<file path="config.mk">
export PLATFORM = sky130hd
export DESIGN_NAME = rom_read_arbiter
export DESIGN_NICKNAME = d
export VERILOG_FILES = /design/src/rtl/rom_arb_pkg.sv /design/src/rtl/rr_arb2.sv /design/src/rtl/rom_read_arbiter.sv
export SDC_FILE = /design/constraint.sdc
export NUM_CORES = 1
export LEC_CHECK = 0
export ABC_CLOCK_PERIOD_IN_PS = 4500
export CAP_MARGIN = 20
export CORE_ASPECT_RATIO = 0.6
export CORE_MARGIN = 5
export CORE_UTILIZATION = 44
export CTS_BUF_LIST = sky130_fd_sc_hd__clkbuf_8 sky130_fd_sc_hd__clkbuf_16
export CTS_CLUSTER_DIAMETER = 80
export DETAILED_ROUTE_END_ITERATION = 8
export PLACE_DENSITY = 0.83
export SLEW_MARGIN = 20
export SYNTH_ARGS = -nofsm -noshare
export SYNTH_HDL_FRONTEND = slang
export SYNTH_SLANG_ARGS = --single-unit
</file>
<file path="constraint.sdc">
create_clock -name clk -period 4.5 [get_ports clk]
set_input_delay 0.675 -clock clk [delete_from_list [all_inputs] [get_ports clk]]
set_output_delay 0.675 -clock clk [all_outputs]
set_load 0.02 [all_outputs]
</file>
<file path="src/rtl/rom_arb_pkg.sv">
// ============================================================================
// Module      : rom_arb_pkg
// Description : Shared widths, FSM encoding and helpers for rom_read_arbiter.
// Revision    : 1.0 - initial release
// ============================================================================
`default_nettype none

package rom_arb_pkg;

   localparam int c_ADDR_W = 10;
   localparam int c_DATA_W = 10;
   localparam int c_LEN_W  = 4;

   localparam logic [1:0] c_ST_IDLE  = 2'd0;
   localparam logic [1:0] c_ST_BURST = 2'd1;
   localparam logic [1:0] c_ST_DRAIN = 2'd2;

   // Round-robin pointer moves to the requester that was not just served.
   function automatic logic f_other(input logic i_n);
      return ~i_n;
   endfunction

endpackage

`default_nettype wire

</file>
<file path="src/rtl/rr_arb2.sv">
// ============================================================================
// Module      : rr_arb2
// Description : Two-way round-robin grant; pointer only breaks ties.
// Revision    : 1.0 - initial release
// ============================================================================
`default_nettype none

module rr_arb2 (
   input  logic [1:0] req,
   input  logic       pointer,
   output logic [1:0] grant
);

   always_comb begin
      grant = 2'b00;
      case (req)
         2'b01:   grant = 2'b01;
         2'b10:   grant = 2'b10;
         2'b11:   grant = pointer ? 2'b10 : 2'b01;
         default: grant = 2'b00;
      endcase
   end

endmodule

`default_nettype wire

</file>
<file path="src/rtl/rom_read_arbiter.sv">
// ============================================================================
// Module      : rom_read_arbiter
// Description : Arbitrates two burst readers onto one synchronous ROM port.
// Revision    : 1.0 - initial release
// ============================================================================
`default_nettype none

module rom_read_arbiter
   import rom_arb_pkg::*;
#(
   parameter int ADDR_W = c_ADDR_W,
   parameter int DATA_W = c_DATA_W,
   parameter int LEN_W  = c_LEN_W
) (
   input  logic              clk,
   input  logic              rst_n,
   input  logic              req0_valid,
   output logic              req0_ready,
   input  logic [ADDR_W-1:0] req0_addr,
   input  logic [LEN_W-1:0]  req0_len,
   input  logic              req1_valid,
   output logic              req1_ready,
   input  logic [ADDR_W-1:0] req1_addr,
   input  logic [LEN_W-1:0]  req1_len,
   output logic              rsp0_valid,
   output logic [DATA_W-1:0] rsp0_data,
   output logic              rsp0_last,
   output logic              rsp1_valid,
   output logic [DATA_W-1:0] rsp1_data,
   output logic              rsp1_last,
   output logic [ADDR_W-1:0] rom_addr,
   input  logic [DATA_W-1:0] rom_data,
   output logic              busy
);

   logic [1:0]        r_state;
   logic              r_ptr;
   logic              r_owner;
   logic [LEN_W-1:0]  r_cnt;
   logic [ADDR_W-1:0] r_rom_addr;
   logic [1:0]        r_rsp_valid;
   logic [1:0]        r_rsp_last;

   logic [1:0]        w_req;
   logic [1:0]        w_grant;
   logic [1:0]        w_ready;
   logic [1:0]        w_hs;
   logic              w_idle;

   assign w_req = {req1_valid, req0_valid};

   rr_arb2 u_rr_arb2 (
      .req     (w_req),
      .pointer (r_ptr),
      .grant   (w_grant)
   );

   assign w_idle  = (r_state == c_ST_IDLE);
   // Gated by rst_n so no requester sees ready while reset is held.
   assign w_ready = (rst_n && w_idle) ? w_grant : 2'b00;
   assign w_hs    = w_ready & w_req;

   always_ff @(posedge clk or negedge rst_n) begin
      if (!rst_n) begin
         r_state     <= c_ST_IDLE;
         r_ptr       <= 1'b0;
         r_owner     <= 1'b0;
         r_cnt       <= '0;
         r_rom_addr  <= '0;
         r_rsp_valid <= 2'b00;
         r_rsp_last  <= 2'b00;
      end else begin
         r_rsp_valid <= 2'b00;
         r_rsp_last  <= 2'b00;
         case (r_state)
            c_ST_IDLE: begin
               if (|w_hs) begin
                  r_state    <= c_ST_BURST;
                  r_owner    <= w_hs[1];
                  r_ptr      <= f_other(w_hs[1]);
                  r_rom_addr <= w_hs[1] ? req1_addr : req0_addr;
                  r_cnt      <= w_hs[1] ? req1_len  : req0_len;
               end
            end
            c_ST_BURST: begin
               // ROM data for this address returns next cycle, so flag it now.
               r_rsp_valid[r_owner] <= 1'b1;
               if (r_cnt == '0) begin
                  r_rsp_last[r_owner] <= 1'b1;
                  r_state             <= c_ST_DRAIN;
               end else begin
                  r_rom_addr <= r_rom_addr + ADDR_W'(1);
                  r_cnt      <= r_cnt - LEN_W'(1);
               end
            end
            c_ST_DRAIN: begin
               r_state <= c_ST_IDLE;
            end
            default: begin
               r_state <= c_ST_IDLE;
            end
         endcase
      end
   end

   assign req0_ready = w_ready[0];
   assign req1_ready = w_ready[1];

   assign rsp0_valid = r_rsp_valid[0];
   assign rsp1_valid = r_rsp_valid[1];
   assign rsp0_last  = r_rsp_last[0];
   assign rsp1_last  = r_rsp_last[1];
   assign rsp0_data  = r_rsp_valid[0] ? rom_data : '0;
   assign rsp1_data  = r_rsp_valid[1] ? rom_data : '0;

   assign rom_addr = r_rom_addr;
   assign busy     = !w_idle;

endmodule

`default_nettype wire

</file>
== Word level (Yosys, flattened, before mapping) ==
Index checks and enable logic that the tools add are counted.

* Flip-flop bits (word level): 22
* Latch bits: 0
* Memory bits (writable): 0
* ROM bits: 0
* Bits of input ports: 42
* Output and inout bits: 37
* Word-level logic and storage cells: 51
* Memories kept: 0

* Add/sub/neg operators: 2
* Multipliers: 0
* Div/mod/pow operators: 0
* Magnitude comparators: 2
* Equality and inequality tests: 7
* Shift-type cells: 0
* Mux-type cells: 21
* Bitwise gates (word level): 2
* Reduce and logical (&&, ||, !) cells: 10

{| class="wikitable"
|+ Operators with widths
! operator !! number
|-
| 10-bit two-way mux || 5
|-
| 10-bit case mux with 2 select lines || 1
|-
| 2-bit two-way mux || 7
|-
| 4-bit two-way mux || 3
|-
| 10-bit by 1-bit adder with 10-bit output, second input constant || 1
|-
| 4-bit case mux with 2 select lines || 1
|-
| 2-bit case mux with 3 select lines || 1
|-
| 2-bit by 1-bit equality test with 1-bit output, second input constant || 2
|-
| 2-bit equality test, second input constant || 2
|-
| 4-bit zero test || 1
|-
| 2-bit inequality test, second input constant || 2
|-
| 2-bit case mux with 2 select lines || 1
|-
| 2-bit AND reduction || 2
|-
| 4-bit by 1-bit subtractor with 4-bit output, second input constant || 1
|-
| 3-bit AND reduction || 1
|-
| 2-bit AND || 1
|-
| 1-bit logical AND || 2
|-
| 2-bit zero test || 1
|-
| 1-bit by 2-bit less-than comparator with 1-bit output, second input constant || 1
|-
| 2-bit by 1-bit inequality test with 1-bit output, second input constant || 1
|-
| 2-bit nonzero test || 1
|-
| 2-bit OR reduction || 1
|-
| 1-bit demux with 1-bit select || 1
|-
| 1-bit >= comparator, second input constant || 1
|-
| 3 further kinds || 3
|}

== Longest topological paths before layout ==
Gate-level depths: netlist (run 1).

* Word-level depth: 7
* Mapped depth: 7
* Mapped depth without buffers: 7

== Modules after synthesis ==
A second synthesis (run 1) with hierarchy kept.

* Cells, all modules: 184
* Area, all modules: 1,596.5 um^2

{| class="wikitable"
|+ Modules (own cells, without submodules)
! module !! instances !! cells an instance !! area each (um^2) !! sequential area each (um^2)
|-
| rom_read_arbiter || 1 || 181 || 1,577.8 || 550.5
|-
| rr_arb2 || 1 || 3 || 18.8 || 0.0
|}

== Worst setup path after synthesis (run 1) ==
No wires, ideal clock.

* Kind: input to output
* Start: in rst_n
* End: out req1_ready
* Arrival time: 1,369 ps
* Data required time: 3,825 ps
* Path slack: 2,456 ps
* Stages on the path: 3
* Buffers on the path: 0
* Cells stage by stage: nor3b_4 -> nand3_2 -> clkinv_1

* Word-level cells in the longest chain between the ends: 2

{| class="wikitable"
|+ RTL lines
! item !! line !! text
|-
| from (decl) || rom_read_arbiter.sv:16 || <nowiki>input logic rst_n,</nowiki>
|-
| 1-bit logical AND || rom_read_arbiter.sv:60 || <nowiki>assign w_ready = (rst_n && w_idle) ? w_grant : 2'b00;</nowiki>
|-
| 2-bit two-way mux || rom_read_arbiter.sv:60 ||
|-
| to (decl) || rom_read_arbiter.sv:22 || <nowiki>output logic req1_ready,</nowiki>
|}

Every way passes these cells.

== Final worst setup path (run 1) ==
* Start: in req1_valid
* End: out req0_ready

* Word-level cells in the longest chain between the ends: 3
* Elaborated cells on any way between the ends: 5
* Classes of those cells: eq/ne (3); mux (2)

{| class="wikitable"
|+ RTL lines
! item !! line !! text
|-
| from (decl) || rom_read_arbiter.sv:21 || <nowiki>input logic req1_valid,</nowiki>
|-
| 2-bit equality test or 2-bit by 1-bit equality test with 1-bit output (tied branches) || rr_arb2.sv:16 || <nowiki>case (req)</nowiki>
|-
| 2-bit case mux with 3 select lines * || rr_arb2.sv:16 ||
|-
| 2-bit two-way mux * || rom_read_arbiter.sv:60 ||
|-
| to (decl) || rom_read_arbiter.sv:18 || <nowiki>output logic req0_ready,</nowiki>
|}

Every way passes the cells marked *; elsewhere a longest branch is shown, timed or not.

==> run summary, run 1 <==
The run finished with clean final reports. The starting DRC count in detailed routing was 196. The hold violation total from the final report was 0; the shortest clock period the worst path allows after layout was 3701 ps. In the final timing run, aggregate negative setup slack is 0 ps. The switching share of total power is 0.4659. TritonCTS built the clock tree.

The combinational group share of total power came out at 0.643. For the worst setup path, the data arrival time is 3030 ps. Synthesis produced a netlist whose cell count is 178.

The first global-routing pass estimated 9.052 mm of wire. The initialized floorplan defines 17 standard-cell rows. The area share of the largest cell type after synthesis was 0.3413; the required arrival time at the worst endpoint was 3830 ps. The final layout contains routed wiring with a total length of 5.794 mm.

The total routing resource utilization after global routing was 0.2315. The number of antenna diodes in the final layout is 0. The chip width is 88.16 um. The count of nets after finishing was 296. The met1 usage was 0.3578; the largest driver fanout on the critical path was 22.

For the post-route total power, the log shows 1.686 mW. The run gives 900.6 uW as the internal portion of total power. The synthesized area per cell is 9.061 sq um. The classification of the worst-slack hold path was reg2reg. The actual slew at the worst max-slew pin is 875.6 ps. The total clock buffers created by CTS was 3.

Relative to the synthesized area, the layout overhead comes to 54.54%. Dividing the detail-routed wire length by the instance count gives 19.44 um. The count of H-tree levels built during CTS is 1. The tree is rooted in a sky130_fd_sc_hd__clkbuf_8. For the pin count of the biggest net entering global routing, the log shows 23. The tools report the kind of start point of the critical path as a primary input.

The floorplan step defined a die boundary enclosing 0.005016 sq mm. The logs give 2 for the maximum clock path buffer count and 785.6 uW for the switching power of the nets. The global-route met3 utilization is 0.05132. The synthesized design contains 0 enable-type register cells.

The share of final-layout standard cells stronger than drive strength 1 was 0.07171; the worst clock skew on the final layout was 1.958 ps. met1 is the most crowded layer. The netlist uses 59 different library cells. For the achievable clock frequency, the log shows 270.2 MHz.

The most used flip-flop cell after synthesis is sky130_fd_sc_hd__dfrtp_1. The count of nets left with antenna violations once routing finished came out at 0. Yosys attributes the largest share of cell area to sky130_fd_sc_hd__dfrtp_1 34%, sky130_fd_sc_hd__and2_1 8.9%, sky130_fd_sc_hd__and4_1 3.8%. The wire-length estimate of the detail-placed layout is 4.335 mm. The hold slack was 504.2 ps. The via density per instance is 6.161. The ratio of final minimum period to clock period was 0.8224; the async set or reset register ratio after synthesis was 1.000. The global route total overflow was 0; the clock-pin slew on the worst setup and hold paths was 80 ps.

The max-cap check violation count is 0, and the global placement routability congestion is 0.8643. The area of the mapped netlist was 0.001613 sq mm. Setup repair after global routing left no endpoint under its margin. For this design the ratio of total power to cell area is 676.6 mW/mm^2. IR analysis of the VDD net gives a maximum drop of 0.4286 mV. In this run the standard cell core region covers 0.003595 sq mm. The tools report the endpoint class of the critical path as an output pin. The number of nets handed over by synthesis was 222.

In this run, post-CTS repair resized a total of 0 instances. Clock network power share: 0.111. The run gives 0.246 as the proportion of power drawn by flip-flops and latches.

The number of max-slew violations in the final report was 0; the total iterations of the first detailed-routing run was 5. The global-route track usage on met2 is 0.3344. The tightest slew margin relative to the limit was 0.4162.

79 I/O pins were placed. Summed over all instances, the cell type with the most area after synthesis is sky130_fd_sc_hd__dfrtp_1. The floorplan step set the die height to 56.90 um. The count of unresolved DRC violations after routing was 0.

The kind of critical path was in2out. For the count of endpoints failing setup in the final report, the log shows 0. The run gives 0.3413 as the share of the yosys chip area belonging to registers. The initial core utilization was 0.4487.

The tools report the number of setup buffers added after CTS as 0. The total clock sinks was 22; the count of hold-fix buffers inserted at cts was 0. The initial antenna violation count was 0.

The analysis attributes to cell leakage a power of 0.9840 nW. The number of input and output port buffers inserted works out to 78. Across all layers, the routed design uses 1836 vias.

In this run, synthesis produced a sequential element count of 22. The run gives 1712 as the number of global-route vias before repair. The logs give 287 for the filler cell count in the final layout and 0 for the number of warnings printed during yosys synthesis. The later pin in the worst-skew pair is clocked with a latency of 260 ps.
state kept, by name (all words and copies together) (netlist names):
register / flops
r_owner: 1
r_state: 2
r_rsp_last: 2
r_cnt: 4
rom_addr: 10
r_rsp_valid: 2
r_ptr: 1
synthesized netlist by cell type (2+ instances only):
library cell,count
sky130_fd_sc_hd__nor2_1,4
sky130_fd_sc_hd__a221oi_1,2
sky130_fd_sc_hd__o32a_1,2
sky130_fd_sc_hd__o2bb2ai_1,2
sky130_fd_sc_hd__a311o_1,3
sky130_fd_sc_hd__nand4_1,6
sky130_fd_sc_hd__ha_1,2
sky130_fd_sc_hd__inv_1,6
sky130_fd_sc_hd__o21ai_0,3
sky130_fd_sc_hd__a2bb2oi_1,3
sky130_fd_sc_hd__nand2_1,6
sky130_fd_sc_hd__a32oi_1,2
sky130_fd_sc_hd__nand3_1,5
sky130_fd_sc_hd__nand4b_1,3
sky130_fd_sc_hd__nor3_1,3
sky130_fd_sc_hd__buf_2,4
sky130_fd_sc_hd__a311oi_1,2
sky130_fd_sc_hd__a211oi_1,3
sky130_fd_sc_hd__o32ai_1,2
sky130_fd_sc_hd__dfrtp_1,22
sky130_fd_sc_hd__o211ai_1,3
sky130_fd_sc_hd__and3_1,3
sky130_fd_sc_hd__a21oi_1,7
sky130_fd_sc_hd__clkbuf_1,5
sky130_fd_sc_hd__nand2b_1,3
sky130_fd_sc_hd__o22ai_1,3
sky130_fd_sc_hd__a31oi_1,6
sky130_fd_sc_hd__and4_1,7
sky130_fd_sc_hd__buf_1,2
sky130_fd_sc_hd__and2_1,23
sky130_fd_sc_hd__a31o_2,2
sky130_fd_sc_hd__mux2i_1,2
power groups by stage:
stage | Combinational [mW] | Clock, mW | Sequential, mW
floorplan | 0.629 | 0 | 0.450
global placement | 1.04 | 0 | 0.411
detailed placement | 1.06 | 0 | 0.415
CTS | 1.07 | 0.187 | 0.412
global route | 1.15 | 0.197 | 0.437
finish | 1.08 | 0.186 | 0.416
final timing paths:
check,endpoint,start,slack [ps],cells past startpoint
max,req0_ready,req1_valid,800,5
min,r_rsp_valid[0],r_owner,500,1
max reg2reg,rom_addr[7],r_ptr,2220,4
min reg2reg,r_rsp_valid[0],r_owner,500,1
max in group asynchronous,r_rsp_valid[1],rst_n,3420,2
min in group asynchronous,rom_addr[4],rst_n,840,2
per-layer routing:
metal | vias up | share of wire
met5 | - | 0
met4 | 0 | 0
met3 | 0 | 0.10
met2 | 122 | 0.43
met1 | 869 | 0.47
li1 | 845 | -
cells in the final DEF (no fill, tap or decap), drive strengths merged, types with 3 or more instances in the layout:
cell type      count
clkdlybuf4s50     78
and2              23
dfrtp             22
and4               7
a21oi              7
inv                7
nand2              7
nand4              6
a31oi              6
nand3              6
nor2               5
o21ai              4
nand2b             3
nor3               3
o211ai             3
o22ai              3
a211oi             3
and3               3
a311o              3
a2bb2oi            3
nand4b             3
clkbuf             3
buf                3
a32oi              3
kinds of logic after synthesis:
family	synth area share
AND/OR/NAND/NOR	0.3026
AO/OA/AOI/OAI	0.2731
flip-flops	0.3414
buffers and inverters	0.05508
multiplexers	0.01241
adder cells (fa/ha/maj)	0.01551
through the flow:
step	util	std cells	cell area, sq um	setup WS, ps
detailed placement	0.6735	294	2421	888.7
CTS	0.6934	298	2492	853.4
finish	0.6934	298	2492	799.2
floorplan	-	178	1613	2456
global placement	0.6735	294	2421	1007
global route	0.6934	298	2492	675.8
critical path: stages:
cell and delay [ps]:
sky130_fd_sc_hd__clkdlybuf4s50_1 800, sky130_fd_sc_hd__a21boi_1 450, sky130_fd_sc_hd__nand2_2 240, sky130_fd_sc_hd__clkinv_2 220, sky130_fd_sc_hd__clkdlybuf4s50_1 640
final cells by class:
class                           count  area, sq um  share of cell area
Multi-Input combinational cell    135        973.4              0.3906
Timing Repair Buffer               81        803.3              0.3223
Sequential cell                    22        550.5              0.2209
Tap cell                           47        58.81             0.02359
Clock buffer                        3        41.29             0.01657
Inverter                            9        35.03             0.01406
Clock inverter                      1        30.03             0.01205
No activity file was read; power rests on OpenSTA's default activity.
==> inputs of run 2 (changes only) <==
--- a/config.mk
+++ b/config.mk
@@ -5,15 +5,15 @@
 export SDC_FILE = /design/constraint.sdc
 export NUM_CORES = 1
 export LEC_CHECK = 0
-export ABC_CLOCK_PERIOD_IN_PS = 4500
+export ABC_CLOCK_PERIOD_IN_PS = 3350
 export CAP_MARGIN = 20
 export CORE_ASPECT_RATIO = 0.6
 export CORE_MARGIN = 5
-export CORE_UTILIZATION = 44
+export CORE_UTILIZATION = 37
 export CTS_BUF_LIST = sky130_fd_sc_hd__clkbuf_8 sky130_fd_sc_hd__clkbuf_16
 export CTS_CLUSTER_DIAMETER = 80
 export DETAILED_ROUTE_END_ITERATION = 8
-export PLACE_DENSITY = 0.83
+export PLACE_DENSITY = 0.74
 export SLEW_MARGIN = 20
 export SYNTH_ARGS = -nofsm -noshare
 export SYNTH_HDL_FRONTEND = slang
==> constraint.sdc (replaced) <==
create_clock -name clk -period 3.35 [get_ports clk]
set_input_delay 0.5025 -clock clk [delete_from_list [all_inputs] [get_ports clk]]
set_output_delay 0.5025 -clock clk [all_outputs]
set_load 0.02 [all_outputs]
==> run summary, run 2 (same netlist as run 1, synthesis figures left out) <==
The kind of critical path was in2out (unchanged). The endpoint of the lowest-slack register-to-register path is rom_addr[7] (unchanged). The max-cap check violation count was 0 (unchanged); the count of hold-fix buffers inserted at cts was 0 (unchanged).

The total routing resource utilization after global routing is 0.2042 (was 0.2315), and the flip-flop count of the largest register, all copies and words added is 10 (unchanged). For the tightest slew margin relative to the limit, the log shows 0.4365 (was 0.4162). The tools report the count of endpoints failing setup in the final report as 0 (unchanged). Number of setup buffers added after CTS: 0 (unchanged).

Chain of cells forming the critical path: clkdlybuf4s50_1 -> a21boi_1 -> nand2_2 -> clkinv_2 -> clkdlybuf4s50_1 (unchanged). The worst-case hold path end point is r_rsp_valid[0] (unchanged). The number of global-route vias before repair is 1729 (was 1712), and the post-synthesis to final-layout area growth is 56.94% (was 54.54%).

The chip width came out at 95.24 um (was 88.16 um). The vertical die dimension was 61.14 um (was 56.90 um); the flop-to-flop setup slack was 1190 ps (was 2220 ps). The worst-case reg-to-reg path depth was 6 (was 4); the leakage component of the power was 0.9975 nW (was 0.9840 nW). Most common cell type on the critical path: sky130_fd_sc_hd__clkdlybuf4s50_1 (unchanged).

The pin count of the biggest net entering global routing was 23 (unchanged); the via count was 1795 (was 1836). The share of final-layout standard cells stronger than drive strength 1 is 0.08268 (was 0.07171). The cell family with the largest share of critical-path delay is buffers and inverters (unchanged). The starting DRC count in detailed routing is 196 (unchanged), and the number of max-slew violations in the final report is 0 (unchanged). The peak per-stage delay on the critical path came out at 640 ps (was 800 ps). Worst hold path startpoint: r_owner (unchanged). The required arrival time at the worst endpoint is 2850 ps (was 3830 ps).

For the initial antenna violation count, the log shows 0 (unchanged). The average routed wire per standard cell is 17.86 um (was 19.44 um), and the aggregate routed wire length is 5.607 mm (was 5.794 mm). The total iterations of the first detailed-routing run was 4 (was 5); the peak ir drop on the vdd network was 0.4191 mV (was 0.4286 mV). For the estimated wirelength of the detail-placed design, the log shows 4.247 mm (was 4.335 mm). The run gives 0 (unchanged) as the hold violation total from the final report.

The hold slack was 518.9 ps (was 504.2 ps). The kind of start point of the critical path is a primary input (unchanged). Actual slew at the worst max-slew pin: 845.2 ps (was 875.6 ps). The first-pass GRT wire length was 9.032 mm (was 9.052 mm); the count of nets after finishing was 299 (was 296). The logs give 0 (unchanged) for the post-CTS resize count and 22 (unchanged) for the total clock sinks.

The worst clock skew on the final layout was 3.793 ps (was 1.958 ps). Clock-pin slew on the worst setup and hold paths: 90 ps (was 80 ps). The maximum clock path buffer count was 2 (unchanged). Beginning of the worst register-to-register path: r_cnt[0] (was r_ptr).

The run finished with clean final reports. For the core area, the log shows 0.004167 sq mm (was 0.003595 sq mm). The buffer type at the clock tree root was sky130_fd_sc_hd__clkbuf_8 (unchanged). The initial core utilization was 0.3871 (was 0.4487).

The logs give 1 (unchanged) for the count of H-tree levels built during CTS and 18 (was 17) for the floorplan row count. TritonCTS built the clock tree. The tools report the count of boundary I/O pins as 79 (unchanged).

The area of the die is 0.005823 sq mm (was 0.005016 sq mm). The shortest clock period the worst path allows after layout was 2861 ps. Ratio of final minimum period to clock period: 0.8541. Final total negative setup slack: 0 ps (unchanged).

The most common library cell in the layout ignoring fill and taps was sky130_fd_sc_hd__clkdlybuf4s50_1 (unchanged). The tools report the total clock buffers created by CTS as 3 (unchanged). Data arrival at the endpoint of the critical path: 2360 ps (was 3030 ps). The library cell contributing the largest single delay on the critical path was sky130_fd_sc_hd__clkdlybuf4s50_1 (unchanged). Clock latency at the later pin of the worst-skew pair: 270 ps (was 260 ps). Static timing analysis puts the maximum clock frequency at 349.5 MHz. The count of antenna diodes in the layout was 0 (unchanged). The power per standard cell area was 891.0 mW/mm^2 (was 676.6 mW/mm^2); the count of unresolved DRC violations after routing was 0 (unchanged). The via density per instance is 5.717 (was 6.161). Antenna violation net count after detailed routing: 0 (unchanged). The filler cell count in the final layout came out at 356 (was 287). Highest-count cells in the layout ignoring fill and taps: 78 x sky130_fd_sc_hd__clkdlybuf4s50_1, 23 x sky130_fd_sc_hd__and2_1, 22 x sky130_fd_sc_hd__dfrtp_1 (unchanged). Number of buffers and inverters on the critical path: 3 (unchanged). The tools report the endpoint class of the critical path as an output pin (unchanged). The global placement routability congestion is 0.8107 (was 0.8643), and the global route total overflow is 0 (unchanged). Setup repair after global routing left no endpoint under its margin.

Largest driver fanout on the critical path: 10 (was 22). The worst hold path cell count came out at 1 (unchanged). The classification of the worst-slack hold path was reg2reg (unchanged).

The number of input and output port buffers inserted is 78 (unchanged).
run 2: cell types whose count changed in the layout (fill, tap and decap cells not counted), sizes merged:
cell	delta
buf	+3
run 2: worst register-to-register path, stage by stage, from the launching register on:
cell                       delay [ps]
sky130_fd_sc_hd__dfrtp_1          380
sky130_fd_sc_hd__inv_1             90
sky130_fd_sc_hd__ha_1             180
sky130_fd_sc_hd__or3b_1           400
sky130_fd_sc_hd__a32oi_2          550
sky130_fd_sc_hd__a221oi_1         170
sky130_fd_sc_hd__a211o_1          300
run 2: worst max path at each step:
stage / startpoint / to / slack [ps] / cells past startpoint
6_report: req0_valid / req0_ready / 490 / 5
5_1_grt: req0_valid / req0_ready / 380 / 5
4_1_cts: req0_valid / req0_ready / 480 / 5
3_5_place_dp: req0_valid / req0_ready / 500 / 5
3_3_place_gp: req0_valid / req0_ready / 540 / 5
2_1_floorplan: r_cnt[0] / r_cnt[2] / 1560 / 7
run 2: power breakdown:
group / total [mW] / internal [mW] / switching, mW
Clock: 0.261 / 0.160 / 0.101
Combinational: 1.44 / 0.661 / 0.777
Sequential: 0.556 / 0.394 / 0.162
run 2: metal layers:
metal  vias up  share of wire  track usage
met5         -              0            0
met4         0         0.0071      0.05544
met3         5           0.12      0.05861
met2        93           0.41       0.2816
met1       853           0.46       0.3079
li1        844              -            -
run 2: area by class of cell:
type,count,area (sq um),area share
well taps,60,75.07,0.02966
multi-input cells,135,973.4,0.3846
flip-flops and latches,22,550.5,0.2175
clock inverters,1,30.03,0.01186
repair buffers,84,825.8,0.3262
clock buffers,3,41.29,0.01631
inverters,9,35.03,0.01384
run 2: stage by stage:
step                utilization  std cells  setup slack, ps  cell area [sq um]  total power, mW
detailed placement       0.5904        310            499.1               2460            1.983
floorplan                     -        178             1560               1613            1.449
global placement         0.5904        310            540.1               2460            1.972
CTS                      0.6075        314            483.4               2531            2.249
finish                   0.6075        314            488.9               2531            2.255
global route             0.6075        314            375.6               2531            2.421
